==> src/rtl/pc_ras_if.sv <==
`default_nettype none
// ============================================================================
// Module      : pc_ras_if
// Description : Control/status bundle between a fetch unit and pc_ras.
// Revision    : 1.0
// ============================================================================
interface pc_ras_if #(
    parameter int ADDR_W    = 8,
    parameter int RAS_DEPTH = 4
);
    logic                         stall;
    logic                         branch_en;
    logic                         call_en;
    logic                         ret_en;
    logic [ADDR_W-1:0]            target;
    logic [ADDR_W-1:0]            pc;
    logic [$clog2(RAS_DEPTH):0]   ras_count;
    logic                         ras_empty;
    logic                         ras_full;
    logic                         ras_ovf;
    logic                         ras_udf;

    modport master (
        output stall, branch_en, call_en, ret_en, target,
        input  pc, ras_count, ras_empty, ras_full, ras_ovf, ras_udf
    );

    modport slave (
        input  stall, branch_en, call_en, ret_en, target,
        output pc, ras_count, ras_empty, ras_full, ras_ovf, ras_udf
    );
endinterface
`default_nettype wire

==> src/rtl/pc_ras.sv <==
`default_nettype none
// ============================================================================
// Module      : pc_ras
// Description : Program counter with branch/call/return and a return-address stack.
// Revision    : 1.0
// ============================================================================
module pc_ras #(
    parameter int                ADDR_W     = 8,
    parameter int                STEP       = 1,
    parameter int                RAS_DEPTH  = 4,
    parameter logic [ADDR_W-1:0] RESET_ADDR = '0
) (
    input  wire          clk,
    input  wire          reset,
    pc_ras_if.slave      bus
);

    localparam int                PTR_W   = $clog2(RAS_DEPTH);
    localparam int                CNT_W   = PTR_W + 1;
    localparam logic [ADDR_W-1:0] c_STEP  = ADDR_W'(STEP);
    localparam logic [CNT_W-1:0]  c_DEPTH = CNT_W'(RAS_DEPTH);
    localparam logic [CNT_W-1:0]  c_ONE   = CNT_W'(1);

    logic [ADDR_W-1:0] r_pc;
    logic [CNT_W-1:0]  r_count;
    logic              r_ovf;
    logic              r_udf;
    logic [ADDR_W-1:0] r_stack [RAS_DEPTH];

    logic [ADDR_W-1:0] w_pc_inc;
    logic [CNT_W-1:0]  w_cnt_dec;
    logic [PTR_W-1:0]  w_top_idx;
    logic [PTR_W-1:0]  w_push_idx;
    logic              w_empty;
    logic              w_full;

    logic [ADDR_W-1:0] w_pc_nxt;
    logic [CNT_W-1:0]  w_cnt_nxt;
    logic              w_push;
    logic              w_ovf_set;
    logic              w_udf_set;

    assign w_pc_inc   = r_pc + c_STEP;
    assign w_cnt_dec  = r_count - c_ONE;
    assign w_top_idx  = w_cnt_dec[PTR_W-1:0];
    assign w_push_idx = r_count[PTR_W-1:0];
    assign w_empty    = (r_count == '0);
    assign w_full     = (r_count == c_DEPTH);

    // Priority among non-stall controls: return, then call, then branch.
    always_comb begin
        w_pc_nxt  = w_pc_inc;
        w_cnt_nxt = r_count;
        w_push    = 1'b0;
        w_ovf_set = 1'b0;
        w_udf_set = 1'b0;
        if (bus.ret_en) begin
            if (w_empty) begin
                w_udf_set = 1'b1;
            end else begin
                w_pc_nxt  = r_stack[w_top_idx];
                w_cnt_nxt = w_cnt_dec;
            end
        end else if (bus.call_en) begin
            w_pc_nxt = bus.target;
            if (w_full) begin
                w_ovf_set = 1'b1;
            end else begin
                w_push    = 1'b1;
                w_cnt_nxt = r_count + c_ONE;
            end
        end else if (bus.branch_en) begin
            w_pc_nxt = bus.target;
        end
    end

    always_ff @(posedge clk) begin
        if (!reset) begin
            r_pc    <= RESET_ADDR;
            r_count <= '0;
            r_ovf   <= 1'b0;
            r_udf   <= 1'b0;
        end else if (!bus.stall) begin
            r_pc    <= w_pc_nxt;
            r_count <= w_cnt_nxt;
            r_ovf   <= r_ovf | w_ovf_set;
            r_udf   <= r_udf | w_udf_set;
        end
    end

    // Entries need no reset: they are unreachable while the count is zero.
    always_ff @(posedge clk) begin
        if (reset && !bus.stall && w_push) begin
            r_stack[w_push_idx] <= w_pc_inc;
        end
    end

    assign bus.pc        = r_pc;
    assign bus.ras_count = r_count;
    assign bus.ras_empty = w_empty;
    assign bus.ras_full  = w_full;
    assign bus.ras_ovf   = r_ovf;
    assign bus.ras_udf   = r_udf;

endmodule
`default_nettype wire

==> src/flat_wrapper.sv <==
// flat-port wrapper written by rule: the top's interface ports become plain ports
module pc_ras_flat 
#(
    parameter int                ADDR_W     = 8,
    parameter int                STEP       = 1,
    parameter int                RAS_DEPTH  = 4,
    parameter logic [ADDR_W-1:0] RESET_ADDR = '0
)
  (clk, reset, bus_stall, bus_branch_en, bus_call_en, bus_ret_en, bus_target, bus_pc, bus_ras_count, bus_ras_empty, bus_ras_full, bus_ras_ovf, bus_ras_udf);
  pc_ras_if #(.ADDR_W(ADDR_W), .RAS_DEPTH(RAS_DEPTH)) bus_i ();
  input  wire clk;
  input  wire reset;
  input wire logic [$bits(bus_i.stall)-1:0] bus_stall;
  input wire logic [$bits(bus_i.branch_en)-1:0] bus_branch_en;
  input wire logic [$bits(bus_i.call_en)-1:0] bus_call_en;
  input wire logic [$bits(bus_i.ret_en)-1:0] bus_ret_en;
  input wire logic [$bits(bus_i.target)-1:0] bus_target;
  output wire logic [$bits(bus_i.pc)-1:0] bus_pc;
  output wire logic [$bits(bus_i.ras_count)-1:0] bus_ras_count;
  output wire logic [$bits(bus_i.ras_empty)-1:0] bus_ras_empty;
  output wire logic [$bits(bus_i.ras_full)-1:0] bus_ras_full;
  output wire logic [$bits(bus_i.ras_ovf)-1:0] bus_ras_ovf;
  output wire logic [$bits(bus_i.ras_udf)-1:0] bus_ras_udf;
  assign bus_i.stall = bus_stall;
  assign bus_i.branch_en = bus_branch_en;
  assign bus_i.call_en = bus_call_en;
  assign bus_i.ret_en = bus_ret_en;
  assign bus_i.target = bus_target;
  assign bus_pc = bus_i.pc;
  assign bus_ras_count = bus_i.ras_count;
  assign bus_ras_empty = bus_i.ras_empty;
  assign bus_ras_full = bus_i.ras_full;
  assign bus_ras_ovf = bus_i.ras_ovf;
  assign bus_ras_udf = bus_i.ras_udf;
  pc_ras #(.ADDR_W(ADDR_W), .STEP(STEP), .RAS_DEPTH(RAS_DEPTH), .RESET_ADDR(RESET_ADDR)) u_core (.clk(clk), .reset(reset), .bus(bus_i));
endmodule
==> config.mk <==
export PLATFORM = sky130hd
export DESIGN_NAME = pc_ras_flat
export DESIGN_NICKNAME = d
export VERILOG_FILES = /design/src/rtl/pc_ras_if.sv /design/src/rtl/pc_ras.sv /design/src/flat_wrapper.sv
export SDC_FILE = /design/constraint.sdc
export NUM_CORES = 1
export LEC_CHECK = 0
export ABC_AREA = 1
export CORE_MARGIN = 2
export CORE_UTILIZATION = 45
export CTS_BUF_LIST = sky130_fd_sc_hd__clkbuf_4 sky130_fd_sc_hd__clkbuf_8
export DETAILED_ROUTE_END_ITERATION = 16
export MAX_ROUTING_LAYER = met4
export PLACE_DENSITY_LB_ADDON = 0.05
export SYNTH_ARGS = -nofsm -noshare
export SYNTH_HDL_FRONTEND = slang
export SYNTH_SLANG_ARGS = --single-unit
==> constraint.sdc <==
create_clock -name clk -period 5.95 [get_ports clk]
set_clock_uncertainty 0.15 [all_clocks]
set_input_delay 1.19 -clock clk [delete_from_list [all_inputs] [get_ports clk]]
set_output_delay 1.19 -clock clk [all_outputs]
set_load 0.02 [all_outputs]
==> summary by stage, run 1 <==
Outcome
The flow ran to the end, and the final reports show no timing, DRC or antenna violations.

Place
Before CTS, the worst setup slack after placement is approximately 2.3 ns. The post-placement cell count is 353. The HPWL after detailed placement is 4.06 mm. The number of buffer cells added on primary ports is 28. The placer congestion estimate is slightly below 0.9. Summing all placed instances gives a cell area of approximately 2600 sq um.

Timing
The maximum achievable frequency is 0.270 GHz. The final period utilization is 62.3%. The number of failing hold endpoints at the final stage is 0. Setup repair after global routing left no endpoint under its margin.

The final critical delay including setup and external delays is 3.71 ns. The number of setup violations in the final report is 0. Across all setup checks in the final design, the least slack found is ~2.2 ns. The worst slew margin relative to its limit is a little under three fifths. The total negative slack is 0 ns. The slew at the pin closest to its max-slew limit is 0.640 ns. The worst hold slack is 0.347 ns. The final max-slew violation count is 0.

Final layout
The top cell types in the final layout, fill and taps aside, are sky130_fd_sc_hd__nand2_1, sky130_fd_sc_hd__nor2_1, sky130_fd_sc_hd__edfxtp_1. Counting the fill cells in the layout gives 488. From synthesis to final layout, the design area changed by 17.5%. Leaving out fill and tap cells, the most frequent cell in the layout is sky130_fd_sc_hd__nand2_1. The net count of the finished layout is 313.

After routing the design area is approximately 2700 sq um. The count of cells in the finished layout, fillers not included, comes to 361. The fraction of layout cells with a size suffix above 1 is 6.46%. The repair_antennas step left the layout with diodes totalling 0.

Floorplanning
The core region is 4820 sq um. The total I/O pin count is 29. The initial utilization of the core area, before any placement, comes to 47.4%. The floorplan step set the die width to 75.2 um. The floorplan has 25 rows. The die covers about 5700 sq um.

The vertical die dimension is ~75 um.

Global routing
The total overflow left after global routing is 0. Global routing consumed, over all layers together, 21.9% of the routing resources. The initial antenna violation count is 0. Entering global routing, the biggest net connects 21 pins. The first global-routing pass estimated between 8 and 9 mm of wire. The via count of the first global-routing pass is around 1600.

Synthesis
The number of distinct standard cells referenced by the synthesized netlist is 28. Counting flops and latches in the post-synthesis netlist gives 45. Sequential elements use 53.5% of the synthesized area.

The average cell area after synthesis is 8.55 sq um. The number of nets in the synthesized netlist is 287. The cell count after synthesis came out at around 270. For this run, the number of Yosys warnings is 0.

The mapped netlist covers 2280 sq um.

Worst setup path
For the worst setup path, the data arrival time is 2.37 ns. The data required time of the critical path is 4.61 ns. STA classifies the critical path startpoint as a flop.

The maximum fanout count along the critical path is 20. STA classifies the critical path endpoint as an output pin. The worst setup path is of the flop to output pin kind.

Routing
The average wire per standard cell is approximately 15 um. For this block, the initial DRC count from the detailed router was 146. The pre-antenna-repair detailed-routing pass consisted of 4 iterations. The post-route antenna net violation count is 0. The routed design has 5.51 mm of wire.

Using the TritonRoute via totals, the vias-per-cell ratio works out to 4.99. The routed layout has ~1800 vias. After detailed routing, the number of remaining DRC violations is 0.

CTS
Post-CTS timing repair inserted 0 buffers for setup. No sink is reached through more buffers than the 2 on the longest clock path. The maximum level of the CTS H-tree is 2.

The cell sitting at the root of the clock tree is a sky130_fd_sc_hd__clkbuf_8. The register clock-pin slew on the reported worst setup and hold paths is 0.08 ns. The number of hold buffers added after cts is 0. For the worst-skew pair, the clock arrives at the later sink with an insertion delay of 0.29 ns.

The clock drives 45 sinks. Once the clock tree was built, the resizer swapped 0 gates to a different size. The clock tree from TritonCTS is built. The number of buffers created by CTS is 5.

Pwr
The power density over cell area is 258 nW/um^2. For this design the static power due to leakage is 0.00105 uW. VDD sags by at most 0.123 mV.

Job
Across the run, the number of max-cap violations was 0.

Worst hold path
The class of the worst hold path is flop to flop.
[worst paths after layout]
| path | startpoint | endpoint | slack (ns) | cells after the start |
|---|---|---|---|---|
| worst max-delay path | u_core.bus.ras_count[0] | bus_ras_full | 2.24 | 5 |
| worst min-delay path | u_core.bus.ras_ovf | u_core.bus.ras_ovf | 0.35 | 2 |
| worst max register to register | u_core.bus.ras_count[0] | u_core.r_stack[3][3] | 3.27 | 5 |
| worst min register to register | u_core.bus.ras_ovf | u_core.bus.ras_ovf | 0.35 | 2 |
[final cells by class]
type / count / area (sq um) / share of cell area [%]
Timing Repair Buffer: 28 / 280 / 10.4
Sequential cell: 45 / 1220 / 45.5
Clock buffer: 6 / 76.3 / 2.85
Inverter: 30 / 115 / 4.29
Multi-Input combinational cell: 183 / 896 / 33.4
Tap cell: 67 / 83.8 / 3.13
Clock inverter: 2 / 10.0 / 0.373
[sequential cells by signal (all words and copies together), names as in the netlist]
signal and flops:
u_core.bus.ras_udf 1, u_core.bus.pc 8, u_core.bus.ras_count 3, u_core.r_stack 32, u_core.bus.ras_ovf 1
[cells in the mapped netlist, drive strengths merged]
library cell / instances / area share, %
a21oi: 13 / 3.0
a31oi: 4 / 1.1
buf: 6 / 1.6
clkbuf: 3 / 0.60
dfxtp: 13 / 11
edfxtp: 32 / 42
ha: 6 / 3.3
inv: 30 / 5.0
mux2i: 1 / 0.44
nand2: 65 / 11
nand3: 25 / 5.5
nand4: 1 / 0.27
nor2: 40 / 8.1
nor3: 1 / 0.22
o21ai: 25 / 5.5
xnor2: 1 / 0.38
xor2: 1 / 0.38
[kinds of logic (layout without fill, tap and decap cells)]
family / Yosys count / count (layout) / synth area share, %
xor+xnor: 2 / 2 / 0.767
buf+inv: 39 / 66 / 7.29
simple gates: 132 / 132 / 25.2
compound gates: 42 / 42 / 9.59
flops: 45 / 45 / 53.5
fa+ha+maj: 6 / 6 / 3.29
mux: 1 / 1 / 0.438
[worst max-delay path: stages (launching register included)]
cell and delay, ns:
sky130_fd_sc_hd__dfxtp_1 0.74, sky130_fd_sc_hd__inv_2 0.30, sky130_fd_sc_hd__ha_1 0.31, sky130_fd_sc_hd__nand2_1 0.14, sky130_fd_sc_hd__inv_1 0.06, sky130_fd_sc_hd__clkdlybuf4s50_1 0.53
[where the power goes]
group | total [uW] | switching [uW] | internal (uW)
Combinational | 142 | 89.3 | 52.4
Sequential | 362 | 13.7 | 348
Clock | 188 | 102 | 86.1
[metrics by stage]
step	power (uW)	util, %
after floorplan	457	-
after global placement	510	53.9
after detailed placement	510	53.9
after CTS	691	55.7
after global routing	718	55.7
final	691	55.7
[layer usage]
layer  track usage [%]  part of all wire, %  vias to the layer above
met4              6.82                  1.7                        0
met3              3.61                  4.8                       12
li1                  -                    -                      928
met1              31.5                   50                      804
met2              31.6                   43                       57
met5                 -                    0                        -
(Power assumes the default switching activity.)
==> inputs of run 2 (changes only) <==
Clock period 5.95 ns to 3.7 ns, I/O delays scaled along.
==> summary by stage, run 2 (synthesis gave the netlist of run 1 again) <==
Outcome
The run finished with clean final reports.

Final layout
The fraction of layout cells with a size suffix above 1 came to 7.07% (+0.61 points). Leaving out fill and tap cells, the most frequent cell in the layout is sky130_fd_sc_hd__nand2_1. The number of diodes is 0 (unchanged). The relative area change from synthesis to final layout is 18.7%. In the layout the commonest cells are sky130_fd_sc_hd__nand2_1, sky130_fd_sc_hd__nor2_1, sky130_fd_sc_hd__edfxtp_1. The flip-flop count of the largest register after layout is 32 (unchanged). u_core.r_stack holds more flip-flops than any other register. The layout net count was 316 (+0.96%).

Pwr
The power density over cell area is 416 nW/um^2 (+61%). The overall power consumption is 1130 uW (+63%). The worst ir drop on vdd is 0.201 mV (+64%). The total leakage power is 0.00107 uW (+1.4%).

Routing
The number of design-rule violations left by the first detailed-router iteration came to 112 (-23%). The total number of vias is 1845 (+2.4%). The post-route antenna net violation count is 0 (unchanged). The number of optimization iterations in the first detailed-route pass is 5 (+1). The DRC violation count after routing is 0 (unchanged). The average wire per standard cell is 15.2 um (-0.39%). The number of vias per cell after detailed routing came to 5.07 (+1.6%).

The total detailed-routing wirelength is 5.54 mm (+0.44%).

CTS
The number of buffers created by CTS is 5 (unchanged). CTS placed an instance of sky130_fd_sc_hd__clkbuf_8 at the clock tree root. The source-to-sink clock delay at the later pin of the worst-skew pair is 0.30 ns (about the same). The buffers inserted during post-CTS setup optimization is 0 (unchanged). The count of instances resized after the clock tree is built came to 0 (unchanged). The register clock-pin slew on the reported worst setup and hold paths was 0.08 ns (about the same). The clock tree buffer depth is 2 (unchanged). The maximum level of the CTS H-tree is 2 (unchanged). The clock tree from TritonCTS is built.

The TritonCTS sink count is 45 (unchanged). The number of hold buffers added after cts came to 0 (unchanged).

Floorplanning
The total I/O pin count is 29 (unchanged). The starting utilization of the core area is 47.4% (unchanged). The die area is 5660 sq um (unchanged). The area of the core region came to 4820 sq um (unchanged). The width of the die came to 75.2 um (unchanged).

The vertical die dimension is 75.2 um (unchanged). The number of core rows is 25 (unchanged).

Global routing
The via count of the first global-routing pass was 1631 (-0.43%). The global routing usage summed across all routing layers is 22.1% (+0.23 points). The initial antenna violation count is 0 (unchanged).

The first-pass GRT wire length was 8.61 mm (+1.3%). The overflow left after global routing is 0 (unchanged). The maximum number of pins on one net before global-route repair was 21 (unchanged).

Timing
After layout, the worst path uses 84.5% of the clock period. The number of failing hold endpoints at the final stage is 0 (unchanged). The final max-slew violation count is 0 (unchanged). The worst path in the final design needs a cycle of 3.13 ns, including I/O delays and setup. Setup repair after global routing left no endpoint under its margin. The worst slew margin relative to its limit is 57.5% (+0.19 points). The total negative slack is 0 ns (unchanged). The number of setup violations in the final report is 0 (unchanged). The maximum achievable frequency is ~0.32 GHz.

The slew at the pin closest to its max-slew limit came to 0.636 ns (-0.00438 ns).

Worst setup path
The worst setup path is launched from a flop. The data required time of the critical path was 2.81 ns (-1.80 ns). STA classifies the critical path endpoint as an output pin. The critical path data arrival time is 2.24 ns (-0.13 ns). The start-to-end type of the worst setup path is flop to output pin.

The maximum fanout count along the critical path is 20 (unchanged).

Place
The number of buffer cells added on primary ports came to 28 (unchanged). The placer congestion estimate came to 0.911 (+4.3%). The half-perimeter wire length after placement is 4.00 mm (-1.4%).

Worst hold path
The class of the worst hold path is flop to flop.

Job
The max-cap violation count is 0 (unchanged).
-- run 2: changes by cell type in the layout (fill, tap and decap cells not counted) --
cell                       delta
sky130_fd_sc_hd__clkbuf_8     +1
sky130_fd_sc_hd__clkinv_2     -1
sky130_fd_sc_hd__clkinv_1     +1
sky130_fd_sc_hd__buf_4        +3
sky130_fd_sc_hd__clkbuf_4     -1
-- run 2: worst max-delay path: stages (launching register included) --
cell,delay (ns)
sky130_fd_sc_hd__dfxtp_1,0.30
sky130_fd_sc_hd__buf_4,0.19
sky130_fd_sc_hd__inv_2,0.29
sky130_fd_sc_hd__ha_1,0.25
sky130_fd_sc_hd__inv_1,0.08
sky130_fd_sc_hd__nor2_4,0.19
sky130_fd_sc_hd__clkdlybuf4s50_1,0.64
-- run 2: layout make-up --
| cell class | instances | area, sq um |
|---|---|---|
| clock buffer | 6 | 82.6 |
| clock inverter | 2 | 8.76 |
| fill | 474 | 2110 |
| inverter | 30 | 115 |
| multi-input combinational | 183 | 896 |
| sequential | 45 | 1220 |
| tap | 67 | 83.8 |
| timing repair buffer | 31 | 303 |
-- run 2: final timing paths --
check / startpoint / cells past startpoint / endpoint / slack (ns)
worst max register to register: u_core.bus.ras_count[0] / 6 / u_core.r_stack[2][1] / 1.35
worst min-delay path: u_core.bus.ras_ovf / 2 / u_core.bus.ras_ovf / 0.35
worst min register to register: u_core.bus.ras_ovf / 2 / u_core.bus.ras_ovf / 0.35
worst max-delay path: u_core.bus.ras_count[0] / 6 / bus_ras_empty / 0.57
-- run 2: through the flow --
step	worst slack, ns	hold WS [ns]	std cells	utilization (%)	instance area, sq um
2_1_floorplan	1.49	0.385	267	-	2280
3_3_place_gp	0.627	0.393	356	54.4	2620
3_5_place_dp	0.564	0.342	356	54.4	2620
4_1_cts	0.555	0.367	364	56.3	2710
5_1_grt	0.431	0.391	364	56.3	2710
6_report	0.572	0.354	364	56.3	2710
-- run 2: routing by layer --
layer	GRT usage, %	up-vias	wire (um)
met2	31.1	78	2390
met5	-	-	0
met3	4.02	5	396
li1	-	938	-
met1	32.7	824	2700
met4	6.24	0	53
-- run 2: report_power, final --
group / total, uW / switching (uW) / internal [uW]
combinational: 239 / 152 / 87.0
sequential: 576 / 16.1 / 559
clock: 313 / 165 / 148
total: 1130 / 333 / 795
